===== src/rtl/decode_stage.sv =====
// decode_stage: registered, flow-controlled instruction decode stage.
// Accepts one fetched word per cycle (valid/ready), folds an immediate-extension
// prefix word into the next instruction's immediate, and buffers decoded
// instructions in a circular FIFO drained by issue with valid/yumi.
// Decoded entry layout (MSB..LSB):
//   {w_v, opcode[4:0], func_unit[1:0], flags[1:0], dest_id, source_1, source2_imm, bcc_op[3:0]}
module decode_stage #(
    parameter int         WORD_SIZE_P  = 16,
    parameter int         NUM_REG      = 16,
    parameter int         PC_WIDTH_P   = 16,
    parameter int         FIFO_DEPTH_P = 2,
    parameter logic [4:0] PREFIX_OP_P  = 5'b11110,
    localparam int REG_ID_W = $clog2(NUM_REG),
    localparam int DECODED_INSTRUCTION_WIDTH = 1 + 5 + 2 + 2 + 2 * REG_ID_W + WORD_SIZE_P + 4
) (
    input  logic                                 clk_i,
    input  logic                                 reset_n_i,
    input  logic                                 flush_i,
    input  logic                                 inst_v_i,
    input  logic [WORD_SIZE_P-1:0]               inst_i,
    input  logic [PC_WIDTH_P-1:0]                pc_i,
    output logic                                 inst_ready_o,
    output logic                                 v_o,
    output logic [DECODED_INSTRUCTION_WIDTH-1:0] o,
    output logic                                 ext_v_o,
    output logic [PC_WIDTH_P-1:0]                pc_o,
    input  logic                                 yumi_i
);

    localparam int PTR_W = (FIFO_DEPTH_P > 1) ? $clog2(FIFO_DEPTH_P) : 1;
    localparam int CNT_W = $clog2(FIFO_DEPTH_P + 1);
    localparam int P_W   = WORD_SIZE_P - 5;

    localparam logic [1:0] SRC2_REG   = 2'd0;
    localparam logic [1:0] SRC2_IMM5Z = 2'd1;
    localparam logic [1:0] SRC2_IMM5S = 2'd2;
    localparam logic [1:0] SRC2_IMM8Z = 2'd3;

    // Microcode ROM word: {w_v, func_unit[1:0], flags[1:0], dest_link, src1_zero, src2_sel[1:0]}
    function automatic logic [8:0] rom_lookup(input logic [4:0] op);
        logic [8:0] word;
        case (op[4:2])
            3'd0, 3'd1: word = {1'b1, 2'd0, 2'b01, 1'b0, 1'b0, SRC2_REG};
            3'd2:       word = {1'b1, 2'd0, 2'b01, 1'b0, 1'b0, SRC2_IMM5Z};
            3'd3: begin
                if (op[1]) begin
                    word = {1'b1, 2'd0, 2'b01, 1'b0, 1'b0, SRC2_IMM8Z};
                end else begin
                    word = {1'b1, 2'd0, 2'b01, 1'b0, 1'b0, SRC2_IMM5S};
                end
            end
            3'd4:       word = {1'b1, 2'd1, 2'b00, 1'b0, 1'b0, SRC2_IMM5S};
            3'd5:       word = {1'b0, 2'd1, 2'b00, 1'b0, 1'b0, SRC2_IMM5Z};
            3'd6:       word = {1'b0, 2'd2, 2'b10, 1'b0, 1'b1, SRC2_IMM8Z};
            3'd7: begin
                case (op[1:0])
                    2'd0:    word = {1'b1, 2'd2, 2'b00, 1'b1, 1'b1, SRC2_IMM8Z};
                    2'd3:    word = {1'b0, 2'd3, 2'b11, 1'b0, 1'b1, SRC2_REG};
                    default: word = {1'b0, 2'd3, 2'b00, 1'b0, 1'b1, SRC2_REG};
                endcase
            end
            default:    word = {1'b0, 2'd3, 2'b00, 1'b0, 1'b1, SRC2_REG};
        endcase
        return word;
    endfunction

    // Circular pointer advance, wrapping to zero after the last entry
    function automatic logic [PTR_W-1:0] ptr_next(input logic [PTR_W-1:0] ptr);
        logic [PTR_W-1:0] nxt;
        if (ptr == PTR_W'(FIFO_DEPTH_P - 1)) begin
            nxt = {PTR_W{1'b0}};
        end else begin
            nxt = ptr + PTR_W'(1);
        end
        return nxt;
    endfunction

    logic [4:0]                           opcode_s;
    logic                                 is_prefix_s;
    logic [8:0]                           rom_s;
    logic [1:0]                           src2_sel_s;
    logic [REG_ID_W-1:0]                  dest_s;
    logic [REG_ID_W-1:0]                  src1_s;
    logic [WORD_SIZE_P-1:0]               src2_mux_s;
    logic [WORD_SIZE_P-1:0]               src2_s;
    logic                                 ext_s;
    logic [DECODED_INSTRUCTION_WIDTH-1:0] decoded_s;
    logic                                 accept_s;
    logic                                 enq_s;
    logic                                 deq_s;

    logic                                 pending_r;
    logic [P_W-1:0]                       prefix_r;
    logic [PTR_W-1:0]                     rd_ptr_r;
    logic [PTR_W-1:0]                     wr_ptr_r;
    logic [CNT_W-1:0]                     count_r;
    logic [DECODED_INSTRUCTION_WIDTH-1:0] mem_r     [FIFO_DEPTH_P];
    logic                                 ext_mem_r [FIFO_DEPTH_P];
    logic [PC_WIDTH_P-1:0]                pc_mem_r  [FIFO_DEPTH_P];

    assign opcode_s    = inst_i[WORD_SIZE_P-1 -: 5];
    assign is_prefix_s = (opcode_s == PREFIX_OP_P);

    // Ready depends only on occupancy so there is no combinational yumi->ready path
    assign inst_ready_o = (count_r < CNT_W'(FIFO_DEPTH_P));
    assign v_o          = (count_r != {CNT_W{1'b0}});
    assign accept_s     = inst_v_i & inst_ready_o & ~flush_i;
    assign enq_s        = accept_s & ~is_prefix_s;
    assign deq_s        = yumi_i & v_o & ~flush_i;

    // Head outputs come straight from FIFO storage
    assign o       = mem_r[rd_ptr_r];
    assign ext_v_o = ext_mem_r[rd_ptr_r];
    assign pc_o    = pc_mem_r[rd_ptr_r];

    // Field extraction, operand muxing and prefix folding of the incoming word
    always_comb begin
        rom_s      = rom_lookup(opcode_s);
        src2_sel_s = rom_s[1:0];
        dest_s     = rom_s[3] ? REG_ID_W'(NUM_REG - 1) : inst_i[8 +: REG_ID_W];
        src1_s     = rom_s[2] ? {REG_ID_W{1'b0}} : inst_i[4 +: REG_ID_W];
        case (src2_sel_s)
            SRC2_REG:   src2_mux_s = {{(WORD_SIZE_P-REG_ID_W){1'b0}}, inst_i[REG_ID_W-1:0]};
            SRC2_IMM5Z: src2_mux_s = {{(WORD_SIZE_P-5){1'b0}}, inst_i[4:0]};
            SRC2_IMM5S: src2_mux_s = {{(WORD_SIZE_P-5){inst_i[4]}}, inst_i[4:0]};
            SRC2_IMM8Z: src2_mux_s = {{(WORD_SIZE_P-8){1'b0}}, inst_i[7:0]};
            default:    src2_mux_s = {WORD_SIZE_P{1'b0}};
        endcase
        // A pending prefix only matters when the ROM picks an immediate source
        if (pending_r && (src2_sel_s != SRC2_REG)) begin
            src2_s = {prefix_r, inst_i[4:0]};
            ext_s  = 1'b1;
        end else begin
            src2_s = src2_mux_s;
            ext_s  = 1'b0;
        end
        decoded_s = {rom_s[8], opcode_s, rom_s[7:6], rom_s[5:4], dest_s, src1_s, src2_s, inst_i[11:8]};
    end

    // Prefix state, FIFO pointers and occupancy count
    always_ff @(posedge clk_i or negedge reset_n_i) begin
        if (!reset_n_i) begin
            pending_r <= 1'b0;
            prefix_r  <= {P_W{1'b0}};
            rd_ptr_r  <= {PTR_W{1'b0}};
            wr_ptr_r  <= {PTR_W{1'b0}};
            count_r   <= {CNT_W{1'b0}};
        end else if (flush_i) begin
            pending_r <= 1'b0;
            rd_ptr_r  <= {PTR_W{1'b0}};
            wr_ptr_r  <= {PTR_W{1'b0}};
            count_r   <= {CNT_W{1'b0}};
        end else begin
            if (accept_s && is_prefix_s) begin
                pending_r <= 1'b1;
                prefix_r  <= inst_i[P_W-1:0];
            end else if (enq_s) begin
                pending_r <= 1'b0;
            end
            if (enq_s) begin
                wr_ptr_r <= ptr_next(wr_ptr_r);
            end
            if (deq_s) begin
                rd_ptr_r <= ptr_next(rd_ptr_r);
            end
            case ({enq_s, deq_s})
                2'b10:   count_r <= count_r + CNT_W'(1);
                2'b01:   count_r <= count_r - CNT_W'(1);
                default: count_r <= count_r;
            endcase
        end
    end

    // FIFO storage: cleared on reset, written at the tail on enqueue
    always_ff @(posedge clk_i or negedge reset_n_i) begin
        if (!reset_n_i) begin
            for (int i = 0; i < FIFO_DEPTH_P; i++) begin
                mem_r[i]     <= {DECODED_INSTRUCTION_WIDTH{1'b0}};
                ext_mem_r[i] <= 1'b0;
                pc_mem_r[i]  <= {PC_WIDTH_P{1'b0}};
            end
        end else if (enq_s) begin
            mem_r[wr_ptr_r]     <= decoded_s;
            ext_mem_r[wr_ptr_r] <= ext_s;
            pc_mem_r[wr_ptr_r]  <= pc_i;
        end
    end

endmodule


===== config.mk =====
export PLATFORM = sky130hd
export DESIGN_NAME = decode_stage
export DESIGN_NICKNAME = d
export VERILOG_FILES = /design/src/rtl/decode_stage.sv
export SDC_FILE = /design/constraint.sdc
export NUM_CORES = 1
export LEC_CHECK = 0
export CAP_MARGIN = 30
export CORE_MARGIN = 1.5
export CORE_UTILIZATION = 53
export CTS_CLUSTER_SIZE = 10
export DETAILED_ROUTE_END_ITERATION = 10
export GPL_ROUTABILITY_DRIVEN = 1
export PLACE_DENSITY = 0.87
export RECOVER_POWER = 50
export SLEW_MARGIN = 15
export SYNTH_ARGS = -nofsm -noshare
export SYNTH_HDL_FRONTEND = slang
export SYNTH_SLANG_ARGS = --single-unit

===== constraint.sdc =====
create_clock -name clk_i -period 2.1 [get_ports clk_i]
set_input_delay 0.525 -clock clk_i [delete_from_list [all_inputs] [get_ports clk_i]]
set_output_delay 0.525 -clock clk_i [all_outputs]
set_load 0.03 [all_outputs]

==> flow_summary.yaml, run 1 <==
cells_and_area:
  final_common_cell: "dfrtp_1"
  drive_gt1_share_pct: 45.1
  nNetsFinal: 619
  num-fill-cells: 551
  area_growth_pct: 39.4
  n_antenna_cell: 0
  mostFrequentLayoutCells: "dfrtp_1, mux2_2, nand2_1"
synth:
  ys.flop_type: "dfrtp_1"
  async_flop_share_pct: 100
  syn_avg_cell_area_sq_um: 12.8
  ys_seq_area_share_pct: 55.1
  syn-num-nets: 476
  ys_types: 39
  ys_ff_latch: 124
  yosys_warnings: 0
  synth_edf_count: 0
  netlist_area_sq_um: 5630
  synthCells: 439
clocking:
  clk_pin_slew_ns: 0.06
  clkLatencyLatePin_ns: 0.52
  numCtsBuffers: 17
  htreeDepth: 4
  tritoncts: "yes"
  cts.sinks: 124
  clock_path_buffers: 2
  root_buffer: "clkbuf_8"
critical_path:
  worstPathRequired_ns: 1.57
  cp-start-kind: "flop"
  regToRegEndpoint: "mem_r[75]"
  reg2reg_from: "wr_ptr_r"
  cp_max_fo: 7
  critPathKind: "flop to primary output"
  reg2reg_depth: 6
  ff2ff_setup_slack_ns: 0.34
  critPathCaptureType: "primary output"
  worstPathArrival_ns: 1.82
global_route:
  gr-usage-all-layers_pct: 30.4
  grt_max_degree: 37
  grt_pass1_wl_um: 25900
  grt_pass1_vias: 4770
  antenna_found_initial: 0
  grt_remaining_overflow: 0
floorplanning:
  die_w_um: 106
  dieArea_sq_um: 11300
  start_util_pct: 54.6
  rows: 37
  die_y_um: 106
  core-area_sq_um: 10300
  io_pins: 94
sta:
  finalSetupViolCount: 55
  timing.fmax_ghz: 0.427
  rsz0062_at_grt: "true"
  skew_ns: 0.00556
  slew_headroom_pct: 41.1
  report.final.slew_viol_count: 0
  fin_crit_sh_pct: 112
  hold_ws_ns: 0.478
  fin_crit_ns: 2.34
  hold_viol: 0
  fin_setup_tns_ns: -8.80
  tightest_slew_ns: 0.883
  layout_setup_ws_ns: -0.242
power:
  p_sw_mw: 2.48
  ir_drop_v: 0.000621
  p_int_mw: 5.97
  cellLeakagePower_nw: 3.63
  power_mw: 8.45
  swShare_pct: 29.4
  combPwrFrac_pct: 27.4
  clockPowerShare_pct: 34.7
  seq_power_share_pct: 37.8
  power.density_nw_per_um2: 1080
placement:
  portBuffers: 93
  place_congestion: 0.827
  place_hpwl_um: 9080
  pre_cts_slack_ns: -0.211
drt:
  postRouteAntennaNets: 0
  vias: 4395
  firstDrtPassIters: 5
  wl_um: 16100
  avgRoutedWirePerCell_um: 22.1
  drc: 0
  first_iter_violations: 315
  via_per_inst: 6.02
job:
  max_cap_violations: 0
status:
  violations: "negative setup slack"
  outcome: "finished with violations"
hold_path:
  min_delay_path_depth: 2
  hold_class: "flop to flop"
  min_to: "mem_r[47]"
  min_from: "mem_r[47]"
-- worst max path at each step --
stage	from	to	slack, ns	depth (start not counted)
finish	rd_ptr_r	o[10]	-0.24	5
global route	rd_ptr_r	o[6]	-0.27	4
CTS	rd_ptr_r	o[13]	-0.22	5
detailed placement	inst_i[11]	pc_mem_r[0]	-0.21	5
global placement	inst_i[11]	pc_mem_r[0]	-0.16	5
floorplan	rd_ptr_r	o[32]	0.11	4
-- critical path, stage by stage (launching register included) --
cell	delay (ns)
dfrtp_2	0.43
buf_12	0.16
buf_12	0.14
buf_12	0.12
mux2_2	0.29
buf_6	0.15
-- Yosys cell counts (2+ instances only) --
library cell    n  area [sq um]
o21a_1          3          22.5
nor2_1         12          45.0
a211oi_1        3          22.5
o21ai_0        36           180
buf_2          14          70.1
nor2_2          2          12.5
inv_1           5          18.8
mux2_2         95          1070
mux2i_1         2          20.0
buf_6           6          67.6
a21oi_2         2          17.5
nand3_1         3          15.0
nand2_1        60           225
clkbuf_1        3          11.3
nand2b_1        2          12.5
o31ai_1         6          45.0
a2bb2oi_1      16           140
a21oi_1         2          10.0
dfrtp_1       124          3100
buf_4           2          15.0
xor2_1          2          17.5
mux2_4         22           330
-- registers in the layout, indices dropped and copies added (netlist names) --
signal     cells
mem_r         74
pending_r      1
prefix_r      11
rd_ptr_r       1
pc_mem_r      32
wr_ptr_r       1
ext_mem_r      2
count_r        2
-- per-stage QoR --
stage                     util [%]  instances  cell area (sq um)
after detailed placement      67.5        686               6970
after CTS                     75.9        727               7840
final                         76.0        730               7850
after global routing          76.0        730               7850
after floorplan                  -        439               5630
after global placement        67.5        686               6970
-- final cells by class --
type	instances	area [sq um]	area share, %
tap	136	170	2.17
clock buffer	25	474	6.04
timing repair buffer	150	1600	20.3
inverter	5	18.8	0.239
clock inverter	6	110	1.40
multi-input combinational	284	2370	30.3
sequential	124	3110	39.6
-- repair_timing --
item / in CTS / in global routing
gates cloned: 3 / 0
hold buffers: 1 / 0
setup buffers: 6 / 4
endpoints found under the setup margin: 57 / 55
pin swaps: 0 / 0
endpoints found under the hold margin: 32 / 0
resized for setup: 330 / 9
-- cell families (layout without fill, tap and decap cells) --
family / after synthesis / after routing / synth area share [%]
simple gates: 88 / 88 / 7.04
buf+inv: 31 / 186 / 3.51
flops: 124 / 124 / 55.1
mux: 120 / 120 / 25.4
compound gates: 74 / 74 / 8.64
xor+xnor: 2 / 2 / 0.311
-- power groups by stage --
stage	clock network (mW)	logic, mW	registers, mW
4_1_cts	2.92	2.27	3.16
2_1_floorplan	0	1.35	3.09
3_5_place_dp	0	2.06	3.18
6_report	2.94	2.32	3.20
3_3_place_gp	0	2.01	3.14
5_1_grt	3.06	2.43	3.24
-- metal layers --
layer | global-route usage [%] | up-vias | wire length [um]
li1 | - | 1841 | -
met1 | 37.6 | 2241 | 6380
met2 | 50.2 | 248 | 8140
met3 | 7.05 | 65 | 920
met4 | 15.0 | 0 | 694
met5 | 0.476 | - | 0
Note: power is estimated with default switching activity, not from simulation.
==> run 2, diff against run 1 <==
--- a/config.mk
+++ b/config.mk
@@ -5,13 +5,14 @@
 export SDC_FILE = /design/constraint.sdc
 export NUM_CORES = 1
 export LEC_CHECK = 0
-export CAP_MARGIN = 30
+export CAP_MARGIN = 10
 export CORE_MARGIN = 1.5
-export CORE_UTILIZATION = 53
+export CORE_UTILIZATION = 63
 export CTS_CLUSTER_SIZE = 10
 export DETAILED_ROUTE_END_ITERATION = 10
+export DONT_BUFFER_PORTS = 1
 export GPL_ROUTABILITY_DRIVEN = 1
-export PLACE_DENSITY = 0.87
+export PLACE_DENSITY = 0.86
 export RECOVER_POWER = 50
 export SLEW_MARGIN = 15
 export SYNTH_ARGS = -nofsm -noshare
==> flow_summary.yaml, run 2 (synthesis gave the netlist of run 1 again) <==
status:
  outcome: "finished with violations"
  violations: "negative hold slack, negative setup slack"
drt:
  firstDrtPassIters: 4
  wl_um: 13600
  vias: 3700
  drc: 0
  avgRoutedWirePerCell_um: 23.9
  first_iter_violations: 334
  postRouteAntennaNets: 0
  via_per_inst: 6.48
power:
  cellLeakagePower_nw: 3.07
  ir_drop_v: 0.000689
  swShare_pct: 29.0
  p_sw_mw: 2.30
  p_int_mw: 5.63
  power.density_nw_per_um2: 1190
  combPwrFrac_pct: 21.4
  clockPowerShare_pct: 38.2
  seq_power_share_pct: 40.3
critical_path:
  cp-start-kind: "flop"
  cp_max_fo: 7
  critPathKind: "flop to primary output"
  path_cells: "buf_12 -> clkbuf_16 -> mux2_4"
  critPathMaxStageDelay_ns: 0.41
  worstPathRequired_ns: 1.57
  cp_slowest_cell: "dfrtp_2"
  worstPathArrival_ns: 1.63
  critPathCaptureType: "primary output"
  ff2ff_setup_slack_ns: 0.30
cells_and_area:
  nNetsFinal: 488
  n_antenna_cell: 0
  area_growth_pct: 18.5
  largestRegisters: "mem_r: 74 flops, pc_mem_r: 32 flops, prefix_r: 11 flops"
  finalInstanceArea_sq_um: 6680
  mostFrequentLayoutCells: "dfrtp_1, mux2_4, nand2_1"
  top_register: "mem_r"
  final_common_cell: "dfrtp_1"
  largest_reg_flops: 74
  drive_gt1_share_pct: 38.4
sta:
  tightest_slew_ns: 0.476
  report.final.slew_viol_count: 0
  fin_setup_tns_ns: -1.74
  timing.fmax_ghz: 0.463
  finalSetupViolCount: 51
  skew_ns: 0.0168
  slew_headroom_pct: 68.0
  hold_viol: 124
  hold_ws_ns: -0.288
  rsz0062_at_grt: "true"
  fin_crit_sh_pct: 103
  layout_setup_ws_ns: -0.0582
  fin_crit_ns: 2.16
floorplanning:
  dieArea_sq_um: 9520
  io_pins: 94
  die_y_um: 97.6
  rows: 34
  core-area_sq_um: 8680
  die_w_um: 97.6
  start_util_pct: 64.9
global_route:
  antenna_found_initial: 0
  grt_pass1_wl_um: 20200
  grt_max_degree: 125
  grt_remaining_overflow: 0
  grt_pass1_vias: 3866
  gr-usage-all-layers_pct: 27.5
clocking:
  clock_path_buffers: 2
  tritoncts: "yes"
  clk_pin_slew_ns: 0.06
  numCtsBuffers: 17
  root_buffer: "clkbuf_8"
  cts.sinks: 124
  clkLatencyLatePin_ns: 0.53
  htreeDepth: 4
job:
  max_cap_violations: 0
placement:
  place_hpwl_um: 7800
  place_area_sq_um: 5740
  portBuffers: 0
  place_congestion: 0.780
hold_path:
  hold_class: "input pin to async pin"
==> run 2: cell types whose count changed in the layout (fill, tap and decap cells not counted), moves of 3 or more <==
cell             change
mux2_4              +43
clkbuf_2             -4
clkbuf_1             -5
clkbuf_16            +3
buf_4               -28
buf_6               -55
buf_12               -5
mux2_2              -43
clkdlybuf4s50_1     -35
==> run 2: worst paths after layout <==
| kind | to | depth (start not counted) | from |
|---|---|---|---|
| min | pc_mem_r[2] | 0 | reset_n_i |
| min in group clk_i | count_r[0] | 1 | flush_i |
| max | o[3] | 3 | rd_ptr_r |
| max in group asynchronous | mem_r[75] | 0 | reset_n_i |
| min reg2reg | mem_r[69] | 2 | mem_r[69] |
| max reg2reg | mem_r[22] | 5 | count_r[1] |
==> run 2: routing by layer <==
metal	track usage (%)	wire [um]	up-vias
li1	-	-	1575
met1	33.0	5250	1931
met2	44.8	7000	158
met3	8.92	966	36
met4	13.3	428	0
met5	0	0	-
==> run 2: area by class of cell <==
type / count / area, sq um
clock buffers: 18 / 428
clock inverters: 13 / 190
fillers: 485 / 2000
inverters: 5 / 18.8
multi-input cells: 284 / 2540
flip-flops and latches: 124 / 3100
well taps: 108 / 135
repair buffers: 19 / 265
==> run 2: stage by stage <==
step	hold WS [ns]	instances	power [mW]	worst slack (ns)	util, %
final	-0.288	571	7.92	-0.0582	76.9
after global routing	-0.327	571	8.20	-0.100	76.9
after CTS	-0.308	565	7.73	-0.0664	73.5
after detailed placement	0.235	534	4.68	0.193	66.2
after global placement	0.233	534	4.59	0.210	66.2
after floorplan	0.229	439	4.44	0.105	-
==> run 2: power groups by stage <==
stage | Clock (mW) | Combinational, mW | Sequential (mW)
final | 3.03 | 1.70 | 3.19
after global routing | 3.17 | 1.79 | 3.24
after CTS | 3.04 | 1.53 | 3.16
after detailed placement | 0 | 1.50 | 3.18
after global placement | 0 | 1.45 | 3.14
after floorplan | 0 | 1.35 | 3.09
==> run 2: worst max-delay path: cells and delay by family, from the launching register on <==
| family | cells | cell delay, ns |
|---|---|---|
| DFF | 1 | 0.41 |
| muxes | 1 | 0.39 |
| buffers and inverters | 2 | 0.32 |
==> run 2: timing repair <==
item | 4_1_cts | 5_1_grt
setup buffers | 0 | 1
setup endpoints to repair | 55 | 53
endpoints found under the hold margin | 124 | 124
gates resized for setup | 6 | 47
cloned | 0 | 5
